===== config.mk =====
export PLATFORM = sky130hd
export DESIGN_NAME = case4_sweep_ctrl_flat
export DESIGN_NICKNAME = d
export VERILOG_FILES = /design/src/rtl/case4_sweep_ctrl_if.sv /design/src/rtl/case4_sweep_ctrl.sv /design/src/flat_wrapper.sv
export SDC_FILE = /design/constraint.sdc
export NUM_CORES = 1
export LEC_CHECK = 0
export ABC_AREA = 1
export CAP_MARGIN = 15
export CELL_PAD_IN_SITES_DETAIL_PLACEMENT = 1
export CELL_PAD_IN_SITES_GLOBAL_PLACEMENT = 1
export CORE_MARGIN = 2
export CORE_UTILIZATION = 38
export CTS_CLUSTER_SIZE = 8
export DETAILED_ROUTE_END_ITERATION = 10
export PLACE_DENSITY = 0.77
export SYNTH_ARGS = -nofsm -noshare
export SYNTH_HDL_FRONTEND = slang
export SYNTH_SLANG_ARGS = --single-unit
export TNS_END_PERCENT = 30

===== constraint.sdc =====
create_clock -name clk -period 2.2 [get_ports clk]
set_input_delay 0.44 -clock clk [delete_from_list [all_inputs] [get_ports clk]]
set_output_delay 0.44 -clock clk [all_outputs]
set_load 0.1 [all_outputs]

===== src/rtl/case4_sweep_ctrl_if.sv =====
`default_nettype none
// ============================================================================
// Module   : case4_sweep_ctrl_if
// Brief    : Control, status and stimulus/response bundle for the case4 sweep
//            sequencer. The slave side is the sequencer itself.
// Revision : 1.0  initial release
// ============================================================================
interface case4_sweep_ctrl_if;
    logic        start;
    logic        abort;
    logic [6:0]  vec_o;
    logic [2:0]  xyz_i;
    logic        busy;
    logic        done;
    logic [7:0]  cnt_x;
    logic [7:0]  cnt_y;
    logic [7:0]  cnt_z;
    logic [15:0] sig;

    modport master (
        output start, abort, xyz_i,
        input  vec_o, busy, done, cnt_x, cnt_y, cnt_z, sig
    );

    modport slave (
        input  start, abort, xyz_i,
        output vec_o, busy, done, cnt_x, cnt_y, cnt_z, sig
    );
endinterface
`default_nettype wire


===== src/rtl/case4_sweep_ctrl.sv =====
`default_nettype none
// ============================================================================
// Module   : case4_sweep_ctrl
// Brief    : Drives all 128 vectors onto the case4 logic, samples x/y/z after
//            SETTLE cycles and accumulates one-counts and a 16-bit MISR.
// Revision : 1.0  initial release
// ============================================================================
module case4_sweep_ctrl #(
    parameter int SETTLE = 1
) (
    input  logic              clk,
    input  logic              rst_n,
    case4_sweep_ctrl_if.slave bus
);

    typedef enum logic [1:0] {
        ST_IDLE   = 2'd0,
        ST_WAIT   = 2'd1,
        ST_SAMPLE = 2'd2,
        ST_DONE   = 2'd3
    } state_t;

    localparam logic [3:0]  c_reload   = 4'(SETTLE - 1);
    localparam logic [15:0] c_poly     = 16'h1021;
    localparam logic [6:0]  c_last_vec = 7'd127;

    state_t      r_state, w_state_nxt;
    logic [6:0]  r_vec, w_vec_nxt;
    logic [3:0]  r_timer, w_timer_nxt;
    logic [7:0]  r_cnt_x, w_cnt_x_nxt;
    logic [7:0]  r_cnt_y, w_cnt_y_nxt;
    logic [7:0]  r_cnt_z, w_cnt_z_nxt;
    logic [15:0] r_sig, w_sig_nxt;
    logic [15:0] w_sig_step;
    logic        r_busy;
    logic        r_done;

    assign w_sig_step = {r_sig[14:0], 1'b0}
                      ^ (r_sig[15] ? c_poly : 16'h0000)
                      ^ {13'd0, bus.xyz_i};

    always_comb begin
        w_state_nxt = r_state;
        w_vec_nxt   = r_vec;
        w_timer_nxt = r_timer;
        w_cnt_x_nxt = r_cnt_x;
        w_cnt_y_nxt = r_cnt_y;
        w_cnt_z_nxt = r_cnt_z;
        w_sig_nxt   = r_sig;

        unique case (r_state)
            ST_IDLE: begin
                // abort has priority over a simultaneous start
                if (bus.start && !bus.abort) begin
                    w_state_nxt = ST_WAIT;
                    w_vec_nxt   = 7'd0;
                    w_timer_nxt = c_reload;
                    w_cnt_x_nxt = 8'd0;
                    w_cnt_y_nxt = 8'd0;
                    w_cnt_z_nxt = 8'd0;
                    w_sig_nxt   = 16'h0000;
                end
            end
            ST_WAIT: begin
                if (bus.abort) begin
                    w_state_nxt = ST_IDLE;
                    w_vec_nxt   = 7'd0;
                end else if (r_timer == 4'd0) begin
                    w_state_nxt = ST_SAMPLE;
                end else begin
                    w_timer_nxt = r_timer - 4'd1;
                end
            end
            ST_SAMPLE: begin
                if (bus.abort) begin
                    w_state_nxt = ST_IDLE;
                    w_vec_nxt   = 7'd0;
                end else begin
                    w_cnt_x_nxt = r_cnt_x + {7'd0, bus.xyz_i[2]};
                    w_cnt_y_nxt = r_cnt_y + {7'd0, bus.xyz_i[1]};
                    w_cnt_z_nxt = r_cnt_z + {7'd0, bus.xyz_i[0]};
                    w_sig_nxt   = w_sig_step;
                    if (r_vec == c_last_vec) begin
                        w_state_nxt = ST_DONE;
                    end else begin
                        w_state_nxt = ST_WAIT;
                        w_vec_nxt   = r_vec + 7'd1;
                        w_timer_nxt = c_reload;
                    end
                end
            end
            ST_DONE: begin
                w_state_nxt = ST_IDLE;
                w_vec_nxt   = 7'd0;
            end
            default: begin
                w_state_nxt = ST_IDLE;
            end
        endcase
    end

    // busy/done are registered from the next state so they align with it
    always_ff @(posedge clk or negedge rst_n) begin
        if (!rst_n) begin
            r_state <= ST_IDLE;
            r_vec   <= 7'd0;
            r_timer <= 4'd0;
            r_cnt_x <= 8'd0;
            r_cnt_y <= 8'd0;
            r_cnt_z <= 8'd0;
            r_sig   <= 16'h0000;
            r_busy  <= 1'b0;
            r_done  <= 1'b0;
        end else begin
            r_state <= w_state_nxt;
            r_vec   <= w_vec_nxt;
            r_timer <= w_timer_nxt;
            r_cnt_x <= w_cnt_x_nxt;
            r_cnt_y <= w_cnt_y_nxt;
            r_cnt_z <= w_cnt_z_nxt;
            r_sig   <= w_sig_nxt;
            r_busy  <= (w_state_nxt == ST_WAIT) || (w_state_nxt == ST_SAMPLE);
            r_done  <= (w_state_nxt == ST_DONE);
        end
    end

    assign bus.vec_o = r_vec;
    assign bus.busy  = r_busy;
    assign bus.done  = r_done;
    assign bus.cnt_x = r_cnt_x;
    assign bus.cnt_y = r_cnt_y;
    assign bus.cnt_z = r_cnt_z;
    assign bus.sig   = r_sig;

endmodule
`default_nettype wire

===== src/flat_wrapper.sv =====
// flat-port wrapper written by rule: the top's interface ports become plain ports
module case4_sweep_ctrl_flat 
#(
    parameter int SETTLE = 1
)
  (clk, rst_n, bus_start, bus_abort, bus_xyz_i, bus_vec_o, bus_busy, bus_done, bus_cnt_x, bus_cnt_y, bus_cnt_z, bus_sig);
  case4_sweep_ctrl_if bus_i ();
  input  logic clk;
  input  logic rst_n;
  input wire logic [$bits(bus_i.start)-1:0] bus_start;
  input wire logic [$bits(bus_i.abort)-1:0] bus_abort;
  input wire logic [$bits(bus_i.xyz_i)-1:0] bus_xyz_i;
  output wire logic [$bits(bus_i.vec_o)-1:0] bus_vec_o;
  output wire logic [$bits(bus_i.busy)-1:0] bus_busy;
  output wire logic [$bits(bus_i.done)-1:0] bus_done;
  output wire logic [$bits(bus_i.cnt_x)-1:0] bus_cnt_x;
  output wire logic [$bits(bus_i.cnt_y)-1:0] bus_cnt_y;
  output wire logic [$bits(bus_i.cnt_z)-1:0] bus_cnt_z;
  output wire logic [$bits(bus_i.sig)-1:0] bus_sig;
  assign bus_i.start = bus_start;
  assign bus_i.abort = bus_abort;
  assign bus_i.xyz_i = bus_xyz_i;
  assign bus_vec_o = bus_i.vec_o;
  assign bus_busy = bus_i.busy;
  assign bus_done = bus_i.done;
  assign bus_cnt_x = bus_i.cnt_x;
  assign bus_cnt_y = bus_i.cnt_y;
  assign bus_cnt_z = bus_i.cnt_z;
  assign bus_sig = bus_i.sig;
  case4_sweep_ctrl #(.SETTLE(SETTLE)) u_core (.clk(clk), .rst_n(rst_n), .bus(bus_i));
endmodule

Yosys cells after proc, flatten, opt, wreduce, memory -nomap -nowiden. Cells that the tools add are included.

Flip-flop bits (word level): 55. Input port bits: 7. Output and inout bits: 49. Logic and storage cells: 68.

$add $sub $neg: 5. Equal/unequal tests: 14. Multiplexer cells: 28. Bitwise logic cells: 2. Reductions and logical operators: 10.

Operators with widths (count): $pmux W8 S2 (3); $mux W16 (2); $mux W8 (4); $pmux W16 S2 (1); $mux W7 (4); $pmux W7 S4 (1); $add A8 B1 Y8 (3); $mux W4 (5); $xor A16 B16 Y16 (1); $xor A16 B3 Y16 (1); $mux W13 (1); $pmux W4 S3 (1); $mux W2 (5); $ne A2 B2 Y1 const B (5); $eq A2 B2 Y1 const B (4); $pmux W2 S4 (1); $add A7 B1 Y7 const B (1); $eq A7 B7 Y1 const B (1); $reduce_and A3 Y1 (2); $reduce_and A6 Y1 (1); $eq A2 B1 Y1 const B (2); $logic_not A4 Y1 (1); $sub A4 B1 Y4 const B (1); $ne A3 B3 Y1 const B (1); other kinds (7) (7).

Depth between registers and ports, before layout.
Depth in word-level cells: 6. Mapped depth: 10. Gate-level depth less buffers: 10.

Worst setup path after synthesis. No wires, ideal clock.

Kind: reg-to-reg. Start point: reg u_core.r_vec[0] (netlist: u_core.bus.vec_o[0]). End point: reg u_core.r_busy (netlist: u_core.bus.busy). Data arrival time: 2129 ps. Required time: 2074 ps. Setup slack: -55 ps. Cell stages (with the launch flop): 7. Path buffers: 0. Clock period less this slack: 2255 ps. Cells stage by stage: dfrtp_1 > ha_1 > nand3_1 > nor2_1 > a21oi_2 > nor3_1 > ha_1.

Word-level cells in the longest chain between the ends: 6. Elaborated cells between the ends (all ways): 7.

Ends and longest elaborated chain: from (decl) (line case4_sweep_ctrl.sv:28) `logic [6:0] r_vec, w_vec_nxt;`; from (signal assigned) (line case4_sweep_ctrl.sv:116) `r_vec <= w_vec_nxt;`; $eq A7 B7 Y1 * (line case4_sweep_ctrl.sv:83) `if (r_vec == c_last_vec) begin`; $mux W2 * (line case4_sweep_ctrl.sv:83); $mux W2 * (line case4_sweep_ctrl.sv:75) `if (bus.abort) begin`; $pmux W2 S4 * (line case4_sweep_ctrl.sv:51) `unique case (r_state)`; $eq A2 B1 Y1 / $eq A2 B2 Y1 (equally long branches) (line case4_sweep_ctrl.sv:122) `r_busy <= (w_state_nxt == ST_WAIT) || (w_state_nxt == ST_SAMPLE);`; $logic_or A1 B1 Y1 * (line case4_sweep_ctrl.sv:122); to (signal assigned) (line case4_sweep_ctrl.sv:122); to (decl) (line case4_sweep_ctrl.sv:35) `logic r_busy;`.

Mark *: on every way between the ends. The rest lies on a longest branch, timed or not. A chain may end at the register's enable or synchronous reset.

Worst setup path after layout. Same ends and word-level chain as after synthesis.

==> impl_metrics.env <==
export IMPL_worst_pin_slew_ns=0.4292
export IMPL_grt_pass1_vias=2754
export IMPL_swShare_pct=32.95
export IMPL_relSlewSlack_pct=71.39
export IMPL_clock_sinks=55
export IMPL_ys_types=29
export IMPL_ys_seq_area_share_pct=48.33
export IMPL_port_buffers=55
export IMPL_hold_viol_final=0
export IMPL_maxCapViolations=0
export IMPL_cts_resized=0
export IMPL_dr_first_iter_drc_count=122
export IMPL_num_io_pins=56
export IMPL_rsz0062_at_grt="no"
export IMPL_ys_warn_count=0
export IMPL_ir_worst_vdd_uv=472.1
export IMPL_grt_pass1_wl_mm=13.39
export IMPL_fin_skew_ns=0.009009
export IMPL_path_max_fanout=7
export IMPL_area_growth_pct=23.95
export IMPL_internal_power_mw=1.590
export IMPL_synth_seq_cells=55
export IMPL_timing_rr_start="u_core.bus.vec_o[0]"
export IMPL_leakagePower_nw=1.835
export IMPL_antenna_found_initial=0
export IMPL_cp_endpoint="u_core.bus.busy"
export IMPL_synth_area_sq_mm=0.002848
export IMPL_synth_largest_area_cell="dfrtp_1"
export IMPL_async_flop_share_pct=100.0
export IMPL_nets=425
export IMPL_clock_power_share_pct=29.5
export IMPL_p_seq_share_pct=46.8
export IMPL_wl_per_cell_um=15.02
export IMPL_worstSetupEndpointType="flip-flop"
export IMPL_arrival_ns=2.02
export IMPL_rows=31
export IMPL_hp_class="input pin to async pin"
export IMPL_dieArea_sq_mm=0.008203
export IMPL_status="finished clean"
export IMPL_grt_overflow=0
export IMPL_antenna_cells=0
export IMPL_fp_dieH_um=90.57
export IMPL_drt_total_wl_mm=7.630
export IMPL_clk_latency_ns=0.31
export IMPL_fin_tns_setup_ns=0
export IMPL_syn_area_per_cell_sq_um=8.183
export IMPL_fmax_ghz=0.5485
export IMPL_synth_top_cells_by_area="dfrtp_1 (48%), nand2_1 (11%), inv_1 (6.2%)"
export IMPL_cts_root_buf="clkbuf_8"
export IMPL_dp_hpwl_mm=5.665
export IMPL_crit_required_ns=2.39
export IMPL_finalCriticalPeriod_ns=1.823
export IMPL_avgViaCountPerCell=5.148
export IMPL_post_cts_buffers=0
export IMPL_r2r_worst_path_cells=6
export IMPL_vias=2615
export IMPL_grt_max_degree=48
export IMPL_r2r_end="u_core.bus.busy"
export IMPL_fin_area_sq_mm=0.003530
export IMPL_synthFlopType="dfrtp_1"
export IMPL_drive_gt1_share_pct=18.34
export IMPL_r2r_slack_ns=0.38
export IMPL_nFillCells=902
export IMPL_hold_buffers=0
export IMPL_ant_nets=0
export IMPL_synthCells=348
export IMPL_report_final_slew_viol_count=0
export IMPL_place_congestion=0.7875
export IMPL_cts_buffer_depth=2
export IMPL_synth_edf_count=0
export IMPL_clk_pin_slew_ns=0.10
export IMPL_grtUsageTotal_pct=19.90
export IMPL_postPlaceCellArea_sq_mm=0.003412
export IMPL_drt_first_pass_iters=4
export IMPL_synth_net_count=365
export IMPL_tritoncts="built"
export IMPL_initial_core_util_pct=39.26
export IMPL_drc=0
export IMPL_setup_viol=0
export IMPL_min_period_over_period_pct=82.88
export IMPL_synth_top_area_share_pct=48.33
export IMPL_powerDensity_mw_per_mm2=672.0
export IMPL_switchingPower_mw=0.7816
export IMPL_core_area_sq_mm=0.007253
export IMPL_crit_type="flip-flop to flip-flop"
export IMPL_h_tree_depth=2
export IMPL_startpoint_type="flip-flop"
export IMPL_pwr_share_comb_pct=23.6
export IMPL_crit_start="u_core.bus.vec_o[0]"
export IMPL_cts_made_buffers=5
export IMPL_die_width_um=90.57
## cell type report
type | instances | area [sq um] | share of cell area [%]
clock buffers | 6 | 82.58 | 2.340
multi-input cells | 236 | 1232 | 34.92
repair buffers | 61 | 493.0 | 13.97
flip-flops and latches | 55 | 1379 | 39.06
well taps | 99 | 123.9 | 3.509
clock inverters | 2 | 35.03 | 0.9926
inverters | 49 | 183.9 | 5.211
## through the flow
stage	total power [mW]	std cells	util [%]	worst slack (ns)	hold WS, ns
3_3_place_gp	1.680	500	47.04	0.1710	0.4108
5_1_grt	2.507	508	48.66	0.2608	0.06504
4_1_cts	2.402	508	48.66	0.3494	0.06400
6_report	2.372	508	48.66	0.3767	0.04839
2_1_floorplan	1.534	348	-	0.1214	0.1444
3_5_place_dp	1.697	500	47.04	0.08604	0.4116
## cell usage after synthesis, types with 4 or more instances
master and n:
nand2_1 87, dfrtp_1 55, inv_1 47, nand3_1 26, nor2_1 24, o21ai_0 20, nand4_1 19, a21oi_1 14
ha_1 10, o22ai_1 8, o211ai_1 4, o21bai_1 4
## how the worst min path moves through the flow
stage / cells past startpoint / end / slack [ns]
floorplan: 0 / u_core.bus.busy / 0.14
global placement: 1 / u_core.bus.cnt_z[4] / 0.41
detailed placement: 1 / u_core.bus.cnt_z[4] / 0.41
CTS: 1 / u_core.bus.cnt_z[7] / 0.06
global route: 1 / u_core.bus.cnt_z[7] / 0.07
finish: 1 / u_core.bus.cnt_z[7] / 0.05
## critical path, cell delays in order, from the launching register on
cell and delay [ns]:
dfrtp_2 0.42, ha_1 0.23, nand3_1 0.16, nor2_1 0.23, a21oi_2 0.15, nor3_1 0.23
ha_1 0.28
## power by group through the flow
stage	sequential (mW)	combinational, mW	clock [mW]
final	1.11	0.560	0.701
after global routing	1.12	0.631	0.758
after CTS	1.11	0.568	0.723
after detailed placement	1.13	0.567	0
after global placement	1.13	0.553	0
after floorplan	1.23	0.303	0
## registers in the layout, summed over array words and instances (netlist names)
signal,cells
u_core.bus.sig,16
u_core.bus.cnt_x,8
u_core.bus.cnt_y,8
u_core.bus.cnt_z,8
u_core.bus.vec_o,7
u_core.r_timer,4
u_core.r_state,2
u_core.bus.busy,1
u_core.bus.done,1
## metal layers
metal / vias to the layer above / GRT usage [%] / part of all wire, %
li1: 1275 / - / -
met2: 42 / 34.08 / 50
met3: 4 / 3.923 / 3.9
met4: 0 / 3.846 / 0.58
met1: 1294 / 26.32 / 46
met5: - / 0 / 0
## placed cells by master, fill, tap and decap left out, types with 3 or more instances in the layout
cell type        count
o22ai_1              8
o21ai_0             20
ha_1                10
o21bai_1             4
nor3_1               3
buf_4               53
nand2_1             87
inv_1               47
clkbuf_8             6
nor2_1              24
clkdlybuf4s50_1      5
xnor2_1              3
a22o_1               3
nand4_1             19
nand3_1             26
o211ai_1             4
a21oi_1             14
dfrtp_1             53
## cells by family after synthesis
| group | share of synthesized area (%) |
|---|---|
| flops | 48.33 |
| compound gates | 11.95 |
| buf+inv | 8.392 |
| fa+ha+maj | 4.394 |
| xor+xnor | 0.9228 |
| simple gates | 26.01 |
(Power assumes the default switching activity.)
